**src/rtl/pipe_dff_chain.sv**
```systemverilog
// Stallable WIDTH x DEPTH register pipeline with a matching valid bit and a registered occupancy count.
// Define DFF_CHAIN_TAP_EN to add the tap_sel/tap_q/tap_valid combinational stage read port.
module pipe_dff_chain #(
  parameter int unsigned WIDTH = 8,
  parameter int unsigned DEPTH = 4,
  localparam int unsigned OCC_W = $clog2(DEPTH + 1),
  localparam int unsigned TAP_W = (DEPTH > 1) ? $clog2(DEPTH) : 1
) (
  input  logic             clk,
  input  logic             rst_n,
  input  logic             en,
  input  logic             clr,
  input  logic [WIDTH-1:0] d,
  input  logic             d_valid,
  output logic [WIDTH-1:0] q,
  output logic             q_valid,
`ifdef DFF_CHAIN_TAP_EN
  input  logic [TAP_W-1:0] tap_sel,
  output logic [WIDTH-1:0] tap_q,
  output logic             tap_valid,
`endif
  output logic [OCC_W-1:0] occ
);

  logic [WIDTH-1:0] stage_q [DEPTH];
  logic [WIDTH-1:0] stage_d [DEPTH];
  logic [DEPTH-1:0] vld_q;
  logic [DEPTH-1:0] vld_d;
  logic [OCC_W-1:0] occ_q;
  logic [OCC_W-1:0] occ_d;

  always_comb begin
    stage_d = stage_q;
    vld_d   = vld_q;
    occ_d   = occ_q;
    if (clr) begin
      for (int unsigned i = 0; i < DEPTH; i++) begin
        stage_d[i] = '0;
      end
      vld_d = '0;
      occ_d = '0;
    end else if (en) begin
      stage_d[0] = d;
      vld_d[0]   = d_valid;
      for (int unsigned i = 1; i < DEPTH; i++) begin
        stage_d[i] = stage_q[i-1];
        vld_d[i]   = vld_q[i-1];
      end
      // occ never exceeds DEPTH, so the wrap-free OCC_W arithmetic is exact
      occ_d = occ_q + OCC_W'(d_valid) - OCC_W'(vld_q[DEPTH-1]);
    end
  end

  always_ff @(posedge clk or negedge rst_n) begin
    if (!rst_n) begin
      for (int unsigned i = 0; i < DEPTH; i++) begin
        stage_q[i] <= '0;
      end
      vld_q <= '0;
      occ_q <= '0;
    end else begin
      for (int unsigned i = 0; i < DEPTH; i++) begin
        stage_q[i] <= stage_d[i];
      end
      vld_q <= vld_d;
      occ_q <= occ_d;
    end
  end

  assign q       = stage_q[DEPTH-1];
  assign q_valid = vld_q[DEPTH-1];
  assign occ     = occ_q;

`ifdef DFF_CHAIN_TAP_EN
  // Compare-and-select keeps out-of-range selects at zero for any DEPTH.
  always_comb begin
    tap_q     = '0;
    tap_valid = 1'b0;
    for (int unsigned i = 0; i < DEPTH; i++) begin
      if (tap_sel == TAP_W'(i)) begin
        tap_q     = stage_q[i];
        tap_valid = vld_q[i];
      end
    end
  end
`endif

endmodule
```
**config.mk**
```make
export PLATFORM = sky130hd
export DESIGN_NAME = pipe_dff_chain
export DESIGN_NICKNAME = d
export VERILOG_FILES = /design/src/rtl/pipe_dff_chain.sv
export SDC_FILE = /design/constraint.sdc
export NUM_CORES = 1
export LEC_CHECK = 0
export CORE_MARGIN = 2
export CORE_UTILIZATION = 35
export DETAILED_ROUTE_END_ITERATION = 12
export MAX_ROUTING_LAYER = met4
export PLACE_DENSITY_LB_ADDON = 0.08
export REMOVE_ABC_BUFFERS = 1
export SKIP_CTS_REPAIR_TIMING = 1
export SLEW_MARGIN = 20
export SYNTH_ARGS = -nofsm -noshare
export SYNTH_HDL_FRONTEND = slang
export SYNTH_SLANG_ARGS = --single-unit
```
**constraint.sdc**
```tcl
create_clock -name clk -period 1.6 [get_ports clk]
set_input_delay 0.48 -clock clk [delete_from_list [all_inputs] [get_ports clk]]
set_output_delay 0.48 -clock clk [all_outputs]
set_load 0.01 [all_outputs]
```
After elaboration in Yosys (flattened, before gate mapping):

Index checks and enable logic that the tools add are counted.

* register bits after elaboration: 39
* input port bits: 13
* output and inout port bits: 12
* word-level logic and storage cells: 15

* add/subtract/negate cells: 2
* mux-type cells: 6
* reduce and logical (&&, ||, !) cells: 1

Operators with widths (number)
* 32-bit two-way mux: 2
* 4-bit two-way mux: 2
* 3-bit two-way mux: 2
* 3-bit by 1-bit adder with 3-bit output: 1
* 3-bit by 1-bit subtractor with 3-bit output: 1
* 2-bit nonzero test: 1

Depth between registers and ports, before layout:

Gate-level depths: netlist of run 1.

* depth in word-level cells: 4
* depth in mapped cells: 9
* gate-level depth less buffers: 9

Worst setup path after synthesis of run 1:

No wires, ideal clock.

* path type: register to register
* start point: reg vld_q[3]
* end point: reg occ_q[2] (netlist: occ[2])
* setup time: 0.120 ns
* arrival: 1.716 ns
* data required time: 1.480 ns
* setup slack: -0.236 ns
* cell stages (with the launch flop): 9
* buffers on the path: 0
* clock period less this slack: 1.836 ns
* path through: dfrtp_1 > ha_1 > inv_1 > ha_1 > inv_1 > fa_1 > xor2_1 > a21oi_2 > a31o_1

* cells in the longest elaborated chain, start to end: 3

RTL lines
* start, declared: RTL line 27 `logic [DEPTH-1:0] vld_q;`
* start signal, assigned: RTL line 65 `vld_q <= vld_d;`
* 3-bit by 1-bit subtractor with 3-bit output: RTL line 50 `occ_d = occ_q + OCC_W'(d_valid) - OCC_W'(vld_q[DEPTH-1]);`
* 3-bit two-way mux: RTL line 42 `end else if (en) begin`
* 3-bit two-way mux: RTL line 36 `if (clr) begin`
* end signal, assigned: RTL line 60 `occ_q <= '0;`
* end signal, assigned: RTL line 66 `occ_q <= occ_d;`
* end, declared: RTL line 29 `logic [OCC_W-1:0] occ_q;`

Every way passes these cells. The select of a mux whose other input is x is not followed.
A chain may end at the register's enable or synchronous reset.

Final worst setup path of run 1:

* start point: reg occ_q[0] (netlist: occ[0])
* end point: reg occ_q[2] (netlist: occ[2])

* cells in the longest elaborated chain, start to end: 4

RTL lines (RTL line)
* 3-bit by 1-bit adder with 3-bit output: 50
* 3-bit by 1-bit subtractor with 3-bit output: 50
* 3-bit two-way mux: 42
* 3-bit two-way mux: 36

Every way passes these cells. The select of a mux whose other input is x is not followed.

==> results of run 1 <==
-- critical path, stage by stage (launching register included) --
cell     delay [ps]
dfrtp_1         340
inv_1            50
ha_1            280
inv_1            50
ha_1            140
inv_2            40
fa_2            360
xor2_2          160
a21oi_2          70
a31o_1          180
-- stage by stage --
stage	hold slack (ps)	TNS (ps)	area (um^2)
floorplan	184	-319	1600
global placement	465	-851	1990
detailed placement	468	-937	1990
CTS	156	-1580	2090
global route	154	-582	2130
finish	161	-351	2130
-- layout make-up --
| cell class | count | area, um^2 |
|---|---|---|
| Inverter | 4 | 15.0 |
| Timing Repair Buffer | 32 | 338 |
| Multi-Input combinational cell | 84 | 614 |
| Fill cell | 467 | 2630 |
| Clock buffer | 8 | 100 |
| Sequential cell | 39 | 977 |
| Tap cell | 67 | 83.8 |
-- metal layers --
metal | GRT usage [%] | wire length (um) | vias to the layer above
met5 | - | 0 | -
met4 | 4.17 | 13 | 0
met3 | 5.62 | 169 | 2
met2 | 18.8 | 1330 | 25
met1 | 14.1 | 1310 | 492
li1 | - | - | 504
-- registers in the layout (all words and copies together) (netlist names) --
register,cells
stage_q,24
q,8
vld_q,4
occ,3
-- synthesized netlist by cell type --
| library cell | number | share of area [%] |
|---|---|---|
| dfrtp_1 | 39 | 56 |
| nor2_1 | 39 | 8.4 |
| mux2i_1 | 38 | 22 |
| buf_4 | 8 | 3.4 |
| buf_8 | 4 | 3.4 |
| inv_1 | 4 | 0.86 |
| buf_2 | 3 | 0.86 |
| ha_1 | 2 | 1.4 |
| a21oi_2 | 1 | 0.50 |
| a31o_1 | 1 | 0.50 |
| buf_6 | 1 | 0.65 |
| clkbuf_1 | 1 | 0.21 |
| fa_1 | 1 | 1.1 |
| nand2b_1 | 1 | 0.36 |
| xor2_1 | 1 | 0.50 |
-- worst max path at each step --
stage / startpoint / to / slack, ps / cells after the start
CTS: vld_q[3] / occ[2] / -270 / 8
finish: occ[0] / occ[2] / -190 / 9
global placement: d_valid / occ[2] / -510 / 7
detailed placement: d_valid / occ[2] / -550 / 7
floorplan: vld_q[3] / occ[2] / -240 / 8
global route: occ[0] / occ[2] / -310 / 9
-- logic make-up after synthesis --
group	after synthesis
buffers and inverters	21
DFF	39
AOI/OAI and AO/OA	2
xor gates and xnor gates	1
adders and majority gates	3
and+or+nand+nor	40
muxes	38
-- report_power, final --
| group | switching, W | leakage, nW | total (W) | internal, W |
|---|---|---|---|---|
| sequential | 0.0000179 | 0.533 | 0.00103 | 0.00102 |
| combinational | 0.0000994 | 0.684 | 0.000199 | 0.0000992 |
| clock | 0.000318 | 0.0515 | 0.000712 | 0.000393 |
| total | 0.000436 | 1.27 | 0.00194 | 0.00151 |
==> flow_summary_export.csv, run 1 <==
group,metric,value,unit
detailed_routing,drt_iter0_markers,50,
synth,ys_warn_count,0,
finish,final_util,44.8,%
pwr,ir_worst_vdd,511,uV
sta,timing.slew.headroom,81.4,%
placement,dp_hpwl,1840,um
grt,grt_pass1_vias,1053,
synth,synth_cell_types,15,
cts,htree_levels,2,
sta,setup_violations,2,
finish,instances_no_fill,234,
finish,drive_gt1_share,13.8,%
placement,portBuffers,24,
die,start_util,36.7,%
synth,syn-cell-area,1750,um^2
synth,yosysSeqAreaShare,55.9,%
setup_path,worstPathMaxFanout,2,
setup_path,cp-end-kind,"register",
synth,muxShareOfSynthArea,21.8,%
die,coreArea,4750,um^2
finish,area_growth,21.9,%
sta,maxSlewViolCount,0,
synth,synth-adder-area-share,2.58,%
finish,nets,182,
die,die_w,74.6,um
finish,n_antenna_cell,0,
cts,tritoncts,"yes",
cts,cts_buffers,5,
detailed_routing,num_vias,1023,
placement,place.gp.congestion,0.644,
synth,synth_xor_area_share,0.502,%
die,design.die.area,5570,um^2
outcome,run_status,"complete, but fails checks",
sta,hold_viol,0,
detailed_routing,antenna_left,0,
setup_path,r2r-start,"occ[0]",
sta,fin_skew,1.41,ps
synth,synth_compound_area_share,1.00,%
sta,fin_crit_sh,112,%
grt,overflow,0,
setup_path,regToRegSetupSlack,-190,ps
cts,clock_tree.buffer_depth,2,
sta,min_period,1790,ps
finish,final_common_cell,"nor2_1",
run,max_cap_viol_count,0,
detailed_routing,avgRoutedWirePerCell,12.1,um
hold_path,hp-class,"in -> async",
grt,grt_usage,12.2,%
synth,synth_top_family_by_area,"multiplexers",
sta,timing.fmax,558,MHz
setup_path,r2r_end,"occ[2]",
pwr,cellLeakagePower,1.27,nW
synth,syn-instance-count,144,
setup_path,cp.required,1780,ps
synth,synthSimpleGateAreaFrac,8.75,%
cts,clk-insertion-delay-late,280,ps
setup_path,ff2ff_path_depth,9,
sta,setup_ws,-192,ps
cts,cts.sinks,39,
synth,ys_ff_latch,39,
detailed_routing,routed_via_density,4.37,
setup_path,startpoint_type,"register",
die,die_h,74.6,um
sta,rsz0062_at_grt,"true",
cts,clk_pin_slew,70,ps
detailed_routing,drc_errors,0,
grt,grt_pass1_wl,4790,um
sta,worst-slew-pin-transition,278,ps
setup_path,path_class,"reg -> reg",
setup_path,cp.arrival,1970,ps
detailed_routing,wl,2830,um
outcome,violations,"setup timing",
placement,dp_cells,225,
finish,mostFrequentLayoutCells,"nor2_1 (39), mux2i_1 (38), dfrtp_1 (38)",
cts,cts_root_buf,"clkbuf_8",
die,io_pins,25,
pwr,powerDensity,913,nW/um^2
pwr,power,0.00194,W
detailed_routing,dr.pass1.iters,4,
grt,antenna_found_initial,0,
synth,postSynthAreaPerCell,12.1,um^2
grt,grt_max_degree,41,
die,fp-row-count,25,
placement,place_ws,-546,ps
Power figures use the tool's default switching activity.
==> inputs of run 2 (changes only) <==
CTS_CLUSTER_DIAMETER = 120   (was default)
==> results of run 2 <==
Same layout as run 1: the final DEF is identical, and so are final timing and power.
